--- config.mk ---
export PLATFORM = sky130hd
export DESIGN_NAME = alsu_status_flags
export DESIGN_NICKNAME = d
export VERILOG_FILES = /design/src/rtl/alsu_pkg.sv /design/src/rtl/alsu_overflow_detect.sv /design/src/rtl/alsu_status_flags.sv
export SDC_FILE = /design/constraint.sdc
export NUM_CORES = 1
export LEC_CHECK = 0
export CAP_MARGIN = 20
export CORE_ASPECT_RATIO = 1.25
export CORE_MARGIN = 5
export CORE_UTILIZATION = 40
export CTS_CLUSTER_DIAMETER = 30
export DETAILED_ROUTE_END_ITERATION = 12
export PLACE_DENSITY = 0.75
export SLEW_MARGIN = 20
export SYNTH_ARGS = -nofsm -noshare
export SYNTH_HDL_FRONTEND = slang
export SYNTH_HIERARCHICAL = 1
export SYNTH_SLANG_ARGS = --single-unit
--- constraint.sdc ---
create_clock -name Clk -period 1.9 [get_ports Clk]
set_clock_uncertainty 0.2 [all_clocks]
set_input_delay 0.38 -clock Clk [delete_from_list [all_inputs] [get_ports Clk]]
set_output_delay 0.38 -clock Clk [all_outputs]
set_load 0.01 [all_outputs]
--- src/rtl/alsu_pkg.sv ---
// Shared ALSU definitions: op-code constants, nibble width and the
// status-flag FSM state type.
package alsu_pkg;

   localparam int unsigned NIBBLE_W = 4;

   localparam logic [3:0] SEL_ADD = 4'b0000;
   localparam logic [3:0] SEL_INC = 4'b1110;

   typedef enum logic [1:0] {
      IDLE,
      CHAIN,
      DONE
   } state_t;

endpackage

--- src/rtl/alsu_overflow_detect.sv ---
// Combinational signed-overflow detection for the ALSU ops that can overflow
// (add and increment); every other op reports no overflow.
module alsu_overflow_detect
   import alsu_pkg::*;
(
   input  logic [3:0] sel,
   input  logic       a_msb,
   input  logic       b_msb,
   input  logic       res_msb,
   output logic       v
);

   always_comb begin
      v = 1'b0;
      case (sel)
         SEL_ADD: v = (a_msb == b_msb) && (res_msb != a_msb);
         SEL_INC: v = !a_msb && res_msb;
         default: v = 1'b0;
      endcase
   end

endmodule

--- src/rtl/alsu_status_flags.sv ---
// Registered C/Z/N/V status stage behind the ALSU, with sticky carry and
// chained multi-nibble support (carry feedback and Z accumulation).
module alsu_status_flags
   import alsu_pkg::*;
#(
   parameter int unsigned NIBBLES = 4
) (
   input  logic                        Clk,
   input  logic                        Rst_n,
   input  logic [3:0]                  Sel,
   input  logic [NIBBLE_W-1:0]         Result,
   input  logic                        Carry_Out,
   input  logic                        A_Msb,
   input  logic                        B_Msb,
   input  logic                        Result_Valid,
   input  logic                        Chain_En,
   input  logic                        Flags_Clear,
   output logic                        Ready,
   output logic                        C_Flag,
   output logic                        Z_Flag,
   output logic                        N_Flag,
   output logic                        V_Flag,
   output logic                        Sticky_C,
   output logic                        Carry_In_Next,
   output logic                        Flags_Valid,
   output logic                        Chain_Err,
   output logic [$clog2(NIBBLES)-1:0]  Chain_Count
);

   localparam int unsigned   CW        = $clog2(NIBBLES);
   localparam logic [CW-1:0] LAST_BEAT = CW'(NIBBLES - 1);

   state_t state;
   logic   z_acc;
   logic   res_zero;
   logic   v_beat;
   logic   accept;
   logic   single_op;
   logic   chain_start;
   logic   chain_beat;
   logic   final_beat;
   logic   abort;
   logic   flags_write;

   alsu_overflow_detect u_ovf (
      .sel     (Sel),
      .a_msb   (A_Msb),
      .b_msb   (B_Msb),
      .res_msb (Result[NIBBLE_W-1]),
      .v       (v_beat)
   );

   always_comb begin
      res_zero    = (Result == '0);
      accept      = Result_Valid && (state != DONE);
      single_op   = accept && (state == IDLE) && !Chain_En;
      chain_start = accept && (state == IDLE) && Chain_En;
      chain_beat  = accept && (state == CHAIN) && Chain_En;
      final_beat  = chain_beat && (Chain_Count == LAST_BEAT);
      abort       = accept && (state == CHAIN) && !Chain_En;
      flags_write = single_op || final_beat;
   end

   always_ff @(posedge Clk or negedge Rst_n) begin
      if (!Rst_n) begin
         state         <= IDLE;
         z_acc         <= 1'b0;
         Ready         <= 1'b1;
         C_Flag        <= 1'b0;
         Z_Flag        <= 1'b0;
         N_Flag        <= 1'b0;
         V_Flag        <= 1'b0;
         Sticky_C      <= 1'b0;
         Carry_In_Next <= 1'b0;
         Flags_Valid   <= 1'b0;
         Chain_Err     <= 1'b0;
         Chain_Count   <= '0;
      end else begin
         Flags_Valid <= flags_write;
         Chain_Err   <= abort;
         Sticky_C    <= (Sticky_C && !Flags_Clear) || (flags_write && Carry_Out);

         // Z for a single op is just this result; for a final beat it folds in the chain accumulator
         if (flags_write) begin
            C_Flag <= Carry_Out;
            Z_Flag <= res_zero && (single_op || z_acc);
            N_Flag <= Result[NIBBLE_W-1];
            V_Flag <= v_beat;
         end

         case (state)
            IDLE: begin
               if (single_op) begin
                  state <= DONE;
                  Ready <= 1'b0;
               end else if (chain_start) begin
                  state         <= CHAIN;
                  z_acc         <= res_zero;
                  Carry_In_Next <= Carry_Out;
                  Chain_Count   <= CW'(1);
               end
            end
            CHAIN: begin
               if (final_beat) begin
                  state         <= DONE;
                  Ready         <= 1'b0;
                  Carry_In_Next <= 1'b0;
                  Chain_Count   <= '0;
               end else if (chain_beat) begin
                  z_acc         <= z_acc && res_zero;
                  Carry_In_Next <= Carry_Out;
                  Chain_Count   <= Chain_Count + CW'(1);
               end else if (abort) begin
                  state         <= IDLE;
                  Carry_In_Next <= 1'b0;
                  Chain_Count   <= '0;
               end
            end
            DONE: begin
               state <= IDLE;
               Ready <= 1'b1;
            end
            default: state <= IDLE;
         endcase
      end
   end

endmodule
## Yosys cells after proc, flatten, opt, wreduce, memory -nomap -nowiden

Index checks and enable logic that the tools add are counted.

| word-level totals | value |
|---|---|
| flip-flop bits (word level) | 14 |
| input bits | 16 |
| output and inout port bits | 11 |
| word-level logic and storage cells | 84 |

| operators by class | value |
|---|---|
| $add $sub $neg | 1 |
| equality and inequality tests | 17 |
| multiplexer cells | 25 |
| reduce and logical (&&, ||, !) cells | 29 |

Operators with widths:

| cell | number |
|---|---|
| $mux W2 | 8 |
| $logic_and A1 B1 Y1 | 14 |
| $ne A2 B2 Y1 const B | 7 |
| $mux W1 | 11 |
| $ne A3 B3 Y1 const B | 3 |
| $logic_not A4 Y1 | 2 |
| $pmux W2 S2 | 2 |
| $pmux W1 S2 | 3 |
| $reduce_and A3 Y1 | 2 |
| $reduce_and A5 Y1 | 1 |
| $eq A2 B2 Y1 const B | 2 |
| $eq A4 B4 Y1 const B | 1 |
| $ne A4 B4 Y1 const B | 1 |
| $reduce_and A4 Y1 | 1 |
| $logic_not A1 Y1 | 3 |
| $logic_or A1 B1 Y1 | 3 |
| $pmux W1 S3 | 1 |
| $reduce_bool A3 Y1 | 1 |
| $add A2 B1 Y2 const B | 1 |
| $eq A2 B1 Y1 const B | 1 |
| $logic_not A2 Y1 | 1 |
| $reduce_bool A2 Y1 | 1 |
| $eq A1 B1 Y1 | 1 |
| $ne A1 B1 Y1 | 1 |

## Depth between registers and ports, before layout

| logic depth | value |
|---|---|
| word-level depth | 8 |
| mapped depth | 6 |

## By module

The synthesis kept the hierarchy.

Modules (own cells, without submodules):

| module | instances | cells an instance | area each (um^2) |
|---|---|---|---|
| alsu_status_flags | 1 | 48 | 599.3 |
| alsu_overflow_detect | 1 | 8 | 58.8 |

## Worst setup path before layout

No wires, ideal clock.

| timing | value |
|---|---|
| path kind | register to register |
| start | reg Chain_Count[0] |
| end | reg N_Flag |
| data arrival time | 1.369 ns |
| required time | 1.575 ns |
| path slack | 0.206 ns |
| stages on the path, launching flop included | 5 |
| buffers on the path | 0 |
| cells stage by stage | dfrtp_1 > ha_1 > nand3_1 > a21oi_4 > mux2_2 |

| between the ends | value |
|---|---|
| word-level cells in the longest chain between the ends | 3 |

RTL lines:

| what | RTL line | RTL |
|---|---|---|
| start: declaration | alsu_status_flags.sv:27 | `output logic [$clog2(NIBBLES)-1:0] Chain_Count` |
| start signal: assignment | alsu_status_flags.sv:112 | `Chain_Count <= Chain_Count + CW'(1);` |
| $eq A2 B2 Y1 | alsu_status_flags.sv:59 | `final_beat = chain_beat && (Chain_Count == LAST_BEAT);` |
| $logic_and A1 B1 Y1 | alsu_status_flags.sv:59 |  |
| $logic_or A1 B1 Y1 | alsu_status_flags.sv:61 | `flags_write = single_op \|\| final_beat;` |
| net flags_write | alsu_status_flags.sv:43 | `logic flags_write;` |
| end signal: assignment | alsu_status_flags.sv:87 | `N_Flag <= Result[NIBBLE_W-1];` |
| end: declaration | alsu_status_flags.sv:21 | `output logic N_Flag,` |

The timed path passes the listed nets, and every way through them passes these cells.
A chain may end at the register's enable or synchronous reset.

## Worst setup path after layout

| timing | value |
|---|---|
| start | reg Chain_Count[0] |
| end | out Chain_Count[0] |

No word-level cell between the ends.

==> impl_metrics.json <==
{
  "ir_drop_uv": 613.4,
  "fin_tns_setup_ns": 0,
  "wl_per_cell_um": 13.91,
  "fin_crit_sh": 0.9696,
  "drtAntennaViolNets": 0,
  "final_max_slew_viol_count": 0,
  "cts_setup_buffers": 0,
  "first_global_vias": 618,
  "reg2reg_slack_ns": 0.21,
  "die_width_um": 46.28,
  "drtPass1Iterations": 2,
  "p_per_area_nw_per_um2": 853.5,
  "rsz0062_at_grt": "false",
  "route.vias.total": 573,
  "fmax_ghz": 0.5428,
  "start_util": 0.4215,
  "crit_cells": 1,
  "regArea_um2": 351.6,
  "syn_to_final_growth_pct": 56.27,
  "crit_path_top_delay_cell": "clkdlybuf4s50_1",
  "worstPathRequired_ns": 1.32,
  "critPathMaxStageDelay_ns": 0.56,
  "row_count": 16,
  "cts_tree": "built",
  "fin_crit_ns": 1.842,
  "drcViolationCount": 0,
  "critPathKind": "flop to output port",
  "cts_sinks": 14,
  "synthesis.area_um2": 658.1,
  "fin_nets": 112,
  "core_area_um2": 1562,
  "drt-total-wl_um": 1544,
  "fin_worst_hold_slack_ns": 0.1725,
  "slew_headroom": 0.7486,
  "portBuffers": 26,
  "crit_chain": "clkdlybuf4s50_1",
  "cts_root_buffer": "clkbuf_4",
  "ctsResizeCount": 1,
  "first_iter_violations": 7,
  "synth-seq-cells": 14,
  "gp_congestion": 0.7879,
  "setup_viol": 0,
  "syn_inst": 56,
  "die-area_um2": 2562,
  "grt_max_degree": 9,
  "grt_pass1_wl_um": 2546,
  "die_y_um": 55.35,
  "cp_max_fo": 4,
  "cp-end-kind": "output port",
  "overflow": 0,
  "arrival_ns": 1.26,
  "path_clk_slew_ns": 0.08,
  "max_cap_violations": 0,
  "fillers": 134,
  "io_pins": 27,
  "r2r-end": "N_Flag",
  "cts_buffers": 3,
  "ctsHtreeMaxLevel": 1,
  "ff2ff_path_depth": 4,
  "r2r_start": "Chain_Count[0]",
  "antenna_cells": 0,
  "critPathBufInv": 1,
  "dpl_cell_area_um2": 993.5,
  "grt.total_usage": 0.1334,
  "min-delay-path-class": "input port to async pin",
  "p_leak_nw": 0.4578,
  "tightestPinTransition_ns": 0.3759,
  "outcome": "finished clean",
  "multi_input_comb_area_um2": 291.5,
  "insertion_delay_ns": 0.28,
  "syn_nets": 74,
  "grt_antenna_before_repair": 0,
  "yosysUniqueCellTypes": 27,
  "hold_buffers": 0,
  "ctsLongestPathBuffers": 2,
  "stdcell_area_um2": 1028,
  "cp-start-kind": "flop",
  "hold_violations": 0,
  "crit_family": "buffers and inverters",
  "ys_seq_area_frac": 0.5342,
  "yosysWarnings": 6,
  "place_hpwl_um": 1257,
  "via_per_inst": 5.162,
  "drive_above_1_share": 0.1935,
  "syn_avg_cell_area_um2": 11.75,
  "postLayoutCoreUtil": 0.6587
}
==> where the power goes <==
group | total, mW | switching, mW | internal, mW
clock | 0.216 | 0.0997 | 0.117
sequential | 0.390 | 0.0377 | 0.352
combinational | 0.271 | 0.106 | 0.166
total | 0.878 | 0.243 | 0.635
==> cells by family after synthesis <==
group | count (synthesis) | share of synthesized area
buffers and inverters | 4 | 0.02281
adders and majority gates | 2 | 0.03802
and+or+nand+nor | 18 | 0.1654
DFF | 14 | 0.5342
xor gates and xnor gates | 1 | 0.01331
AOI/OAI and AO/OA | 12 | 0.1426
muxes | 5 | 0.08365
==> sequential cells by signal (all words and copies together), names as in the netlist <==
| register | count |
|---|---|
| state | 2 |
| Flags_Valid | 1 |
| z_acc | 1 |
| Z_Flag | 1 |
| V_Flag | 1 |
| N_Flag | 1 |
| Chain_Err | 1 |
| Chain_Count | 2 |
| C_Flag | 1 |
| Ready | 1 |
| Sticky_C | 1 |
| Carry_In_Next | 1 |
==> placed cells by master (no fill, tap or decap), drive strengths merged, types with 2 or more instances in the layout <==
master	netlist	routed
nand2	2	2
a32o	2	2
ha	2	2
buf	0	7
a21oi	6	6
inv	4	4
clkbuf	0	4
clkdlybuf4s50	0	25
nand3	3	3
mux2	4	4
nor2	3	3
nor3	2	2
nand2b	2	2
dfrtp	13	13
==> synthesized netlist by cell type <==
| master | number | area share |
|---|---|---|
| a21oi_1 | 5 | 0.038 |
| a21oi_4 | 1 | 0.025 |
| a22o_1 | 1 | 0.013 |
| a31oi_1 | 1 | 0.0095 |
| a32o_1 | 2 | 0.030 |
| and3b_1 | 1 | 0.013 |
| dfrtp_1 | 13 | 0.49 |
| dfstp_2 | 1 | 0.040 |
| ha_1 | 2 | 0.038 |
| inv_1 | 4 | 0.023 |
| mux2_1 | 2 | 0.034 |
| mux2_2 | 2 | 0.034 |
| mux2i_1 | 1 | 0.015 |
| nand2_1 | 2 | 0.011 |
| nand2b_1 | 2 | 0.019 |
| nand3_1 | 3 | 0.023 |
| nand4_1 | 1 | 0.0095 |
| nor2_1 | 3 | 0.017 |
| nor2b_1 | 1 | 0.0095 |
| nor3_1 | 1 | 0.0076 |
| nor3_2 | 1 | 0.015 |
| o21ai_2 | 1 | 0.013 |
| o22a_1 | 1 | 0.013 |
| or2_4 | 1 | 0.013 |
| or4_1 | 1 | 0.011 |
| or4b_1 | 1 | 0.015 |
| xnor2_1 | 1 | 0.013 |
==> metal layers <==
layer / global-route usage / wire length, um
met1: 0.1556 / 611
met4: 0.07317 / 34
met5: 0 / 0
met3: 0.01948 / 97
met2: 0.2205 / 801
==> through the flow <==
stage,instances,power [mW],setup slack [ns]
2_1_floorplan,56,0.5057,0.2060
3_3_place_gp,107,0.6673,-0.1194
3_5_place_dp,107,0.6777,-0.1552
4_1_cts,111,0.8856,0.04586
5_1_grt,111,0.9230,0.01780
6_report,111,0.8778,0.05785
==> how the worst max path moves through the flow <==
stage                   startpoint             end  slack [ns]
floorplan           Chain_Count[0]          N_Flag        0.21
global placement          Chain_En          V_Flag       -0.12
detailed placement        Chain_En          N_Flag       -0.16
CTS                 Chain_Count[0]  Chain_Count[0]        0.05
global route        Chain_Count[0]  Chain_Count[0]        0.02
finish              Chain_Count[0]  Chain_Count[0]        0.06
==> cell type report <==
type,count,share of cell area
sequential,14,0.3418
timing repair buffer,33,0.3029
multi-input combinational,38,0.2835
clock buffer,4,0.03528
tap,18,0.02190
inverter,4,0.01460
(Power assumes the default switching activity.)
==> RTL edit 1: new RTL, config.mk and constraints unchanged <==
Reset style: synchronous (`Rst_n`), changed in one clocked block.
--- a/src/rtl/alsu_status_flags.sv
+++ b/src/rtl/alsu_status_flags.sv
@@ -61,7 +61,7 @@
       flags_write = single_op || final_beat;
    end
 
-   always_ff @(posedge Clk or negedge Rst_n) begin
+   always_ff @(posedge Clk) begin
       if (!Rst_n) begin
          state         <= IDLE;
          z_acc         <= 1'b0;
Behaviour: differs if Rst_n is asserted again (counterexample within 4 cycles, from zero or initial values and one cycle with Rst_n low); with Rst_n held inactive, the same outputs for 10 cycles.
==> RTL edit 1 against the original RTL <==
Area after synthesis up 1.7%. Critical endpoint unchanged. Worst setup slack better by 0.057 ns. Wire length down 2.8%. Global-route usage down 1.3 points. Cell count up 12%. Cell area down 0.12%. Sequential cell count unchanged. Non-clock buffer count up 1.
Power is not compared: it rests on default switching activity, and its combinational part moved more than twofold at a synthesized area within 25%.
==> RTL edit 1: results (changes against the original RTL) <==
Cells and area
  – Top Registers: Chain_Count x2, state x2 (unchanged)
  – Ratio of cells with drive above 1 in the final layout: 15.09% (was 19.35%)
  – Final #Nets: 125 (was 112)
  – Fillers: 138 (was 134)
  – Number of diodes: 0 (unchanged)

Yosys
  – YS warnings: 6 (unchanged)
  – Post-synth top cells: 14 x dfxtp_1, 9 x nand2_1, 3 x inv_1, 3 x mux2i_1, 3 x o21ai_0 (was 13 x dfrtp_1, 5 x a21oi_1, 4 x inv_1, 3 x nand3_1, 3 x nor2_1)
  – Synth Area per Inst: 9.297 µm² (was 11.75 µm²)
  – Cell variety after synth: 37 (was 27)
  – Largest cells by area after synthesis: dfxtp_1 42%, nand2_1 5.0%, mux2i_1 4.5%, ha_1 3.7%, and4b_1 3.0% (was dfrtp_1 49%, dfstp_2 4.0%, a21oi_1 3.8%, ha_1 3.8%, mux2_1 3.4%)
  – Post-synth EDFFs: 0 (unchanged)
  – Mapped Nets: 90 (was 74)
  – Sequential element share of the synthesized area: 41.87% (was 53.42%)
  – Post-synthesis async set-or-reset flop share: 0% (was 100.0%)

Outcome
  – Status: completed (unchanged)

Clock network
  – Num CTS Buffers: 3 (unchanged)
  – H-tree levels: 1 (unchanged)
  – Worst skew pair latency: 0.28 ns (about the same)
  – Gates resized, CTS repair: 0 (was 1)
  – Clock transition at path regs: 0.08 ns (about the same)
  – Clock root cell: clkbuf_4 (unchanged)
  – Clock Path Buffers: 2 (unchanged)
  – Setup Fix Bufs, Post-CTS: 0 (unchanged)

Detailed routing
  – DRC: 0 (unchanged)
  – Via count: 640 (was 573)
  – DRT iter0 DRCs: 5 (was 7)
  – Final WL: 1501 µm (was 1544 µm)
  – Routed length per placed instance: 12.10 µm (was 13.91 µm)
  – Detailed Routing Iterations Pass 1: 4 (was 2)

Power
  – Internal Pwr Total: 0.4919 mW
  – VDD IR-drop max: 0.0003457 V
  – LEAKAGE: 0.4176 nW
  – Pwr Density: 620.5 mW/mm²
  – Clock power frac: 33.2%
  – Sequential cell power: 0.313 mW

GRT
  – Total Routing Usage GR: 12.06% (was 13.34%)
  – Vias in the first global route: 595 (was 618)
  – Initial antenna violation count: 0 (unchanged)
  – Largest net degree at the start of global routing: 13 (was 9)
  – First-pass GRT wire length: 2332 µm (was 2546 µm)

Critical path
  – WP data arrival: 1.21 ns (was 1.26 ns)
  – Slowest Stage Delay on Critical Path: 0.55 ns
  – Slowest CP cell: clkdlybuf4s50_1 (unchanged)
  – Crit Path Max Fanout: 4 (unchanged)
  – Kind of cell adding the most delay to the critical path: buffers and inverters (unchanged)

Placement
  – Pre-CTS WS: -0.1025 ns (was -0.1552 ns)
  – IO Port Bufs: 26 (unchanged)
  – GPL Wtd Cong: 0.8371 (was 0.7879)
  – HPWL Detailed: 1194 µm (was 1257 µm)
  – Area of placed instances: 991.0 µm² (was 993.5 µm²)

Hold path
  – Worst Hold Class: register to register (was primary input to async pin)

Timing
  – Worst Max-Slew Pin Slew: 0.4394 ns (was 0.3759 ns)
==> RTL edit 1: cell types whose count changed in the layout (fill, tap and decap cells not counted), moves of 3 or more <==
cell / delta
dfxtp_1: +14
dfrtp_1: -13
nand2_1: +7
a21oi_1: -4
o21ai_0: +3
==> RTL edit 1: final timing paths <==
| check | start | to | slack, ns | cells after the start |
|---|---|---|---|---|
| max | Chain_Count[0] | Chain_Count[0] | 0.11 | 1 |
| min | N_Flag | N_Flag | 0.26 | 2 |
| max reg2reg | Chain_Count[0] | Ready | 0.34 | 4 |
| min reg2reg | N_Flag | N_Flag | 0.26 | 2 |
==> RTL edit 1: layout make-up <==
class / instances / area (µm²) / share of cell area (%)
flip-flops and latches: 14 / 280.3 / 27.28
repair buffers: 34 / 320.3 / 31.18
clock buffers: 4 / 36.28 / 3.532
inverters: 3 / 11.26 / 1.096
well taps: 18 / 22.52 / 2.192
multi-input cells: 51 / 356.6 / 34.71
==> RTL edit 1: per-layer routing <==
metal  vias to the layer above  wire, µm  GRT usage, %  part of all wire (%)
met5                         -         0             0                     0
met4                         0        20         8.537                   1.3
met3                         2        90        0.9709                   6.0
met2                        19       738         19.49                    49
met1                       290       652         14.01                    43
li1                        329         -             -                     -
==> RTL edit 1: cells by family (layout without fill, tap and decap cells) <==
kind of cell	count (synthesis)	count (layout)	synth area share, %
flip-flops	14	14	41.87
XOR/XNOR	1	1	1.309
AO/OA/AOI/OAI	14	14	14.58
buffers and inverters	7	41	4.860
multiplexers	4	4	6.168
AND/OR/NAND/NOR	30	30	27.48
adder cells (fa/ha/maj)	2	2	3.738
==> RTL edit 1: tightest hold or removal path, stage by stage (launching register included) <==
cell and delay, ns:
dfxtp_1 0.32, nand2_1 0.05, mux2i_1 0.05
==> RTL edit 2: new RTL, same flow settings <==
Without the edit above. Set the parameter `NIBBLES` to 8 (it was 4).
--- a/src/rtl/alsu_status_flags.sv
+++ b/src/rtl/alsu_status_flags.sv
@@ -3,7 +3,7 @@
 module alsu_status_flags
    import alsu_pkg::*;
 #(
-   parameter int unsigned NIBBLES = 4
+   parameter int unsigned NIBBLES = 8
 ) (
    input  logic                        Clk,
    input  logic                        Rst_n,
Ports: changed (resized Chain_Count); port bits go from 27 to 28. No check against the original RTL was run, so the function may have changed too.
==> RTL edit 2 against the original RTL <==
Area after synthesis increased by 10%. Total power fell by 6.1%. Sequential cell count rose by 1. Wire length is 8.9% higher. Cell area up 7.4%. Worst setup slack better by 0.031 ns. Count of clock-buffer cells in the layout unchanged. Combinational power fell by 5%. Critical endpoint is now V_Flag. Highest routed layer unchanged.
==> RTL edit 2: results (changes against the original RTL) <==
Outcome
  – Status: completed (unchanged)

Detailed routing
  – Detailed Routing Iterations Pass 1: 3 (was 2)
  – DRT iter0 DRCs: 5 (was 7)
  – Final WL: 1682 µm (was 1544 µm)
  – Routed wl met3: 103 µm (was 97 µm)
  – Routed length per placed instance: 14.50 µm (was 13.91 µm)

Placement
  – HPWL Detailed: 1385 µm (was 1257 µm)
  – Pre-CTS WS: -0.1552 ns (about the same)
  – IO Port Bufs: 27 (was 26)
  – Placed insts: 112 (was 107)

GRT
  – Total Routing Usage GR: 13.64% (was 13.34%)
  – Vias in the first global route: 601 (was 618)
  – Largest net degree at the start of global routing: 16 (was 9)
  – First-pass GRT wire length: 2739 µm (was 2546 µm)

Critical path
  – Kind of cell adding the most delay to the critical path: flip-flops (was buffers and inverters)

Yosys
  – Post-synth top cells: 14 x dfrtp_1, 4 x inv_1 (was 13 x dfrtp_1, 5 x a21oi_1, 4 x inv_1, 3 x nand3_1, 3 x nor2_1)
  – Synth Area in Compound Gates: 14.46% (was 14.26%)
  – Synth Area in Adders: 5.164% (was 3.802%)
  – Post-Synth XOR/XNOR Area: 1.205% (was 1.331%)
  – Cell variety after synth: 29 (was 27)
  – Sequential element share of the synthesized area: 51.81% (was 53.42%)

Cells and area
  – Ratio of cells with drive above 1 in the final layout: 22.68% (was 19.35%)
  – Final #Nets: 117 (was 112)
  – Top Registers: Chain_Count x3, state x2 (was Chain_Count x2, state x2)
  – Finished Cell Area: 0.001105 mm² (was 0.001028 mm²)

Power
  – VDD IR-drop max: 0.0005092 V (was 0.0006134 V)

Timing
  – Max-slew headroom: 67.95% (was 74.86%)
  – Final hold slack: 0.2045 ns (was 0.1725 ns)
## RTL edit 2: path summary, 6_finish.rpt
check                                from            end  cells after the start
min in group Clk            Carry_In_Next  Carry_In_Next                      1
min reg2reg                 Carry_In_Next  Carry_In_Next                      1
max in group asynchronous           Rst_n          Ready                      2
max reg2reg                Chain_Count[1]         V_Flag                      5
max                        Chain_Count[1]         V_Flag                      5
min                                 Rst_n       state[0]                      2
## RTL edit 2: cell type report
class | count | share of cell area (%)
clock buffer | 4 | 2.378
inverter | 4 | 1.359
multi-input combinational | 40 | 30.46
sequential | 15 | 34.09
tap | 19 | 2.152
timing repair buffer | 34 | 29.56
## RTL edit 2: cells by family (layout without fill, tap and decap cells)
| kind of cell | count (synthesis) | in the layout |
|---|---|---|
| simple gates | 17 | 17 |
| flops | 15 | 15 |
| compound gates | 14 | 14 |
| mux | 5 | 5 |
| buf+inv | 5 | 42 |
| fa+ha+maj | 3 | 3 |
| xor+xnor | 1 | 1 |
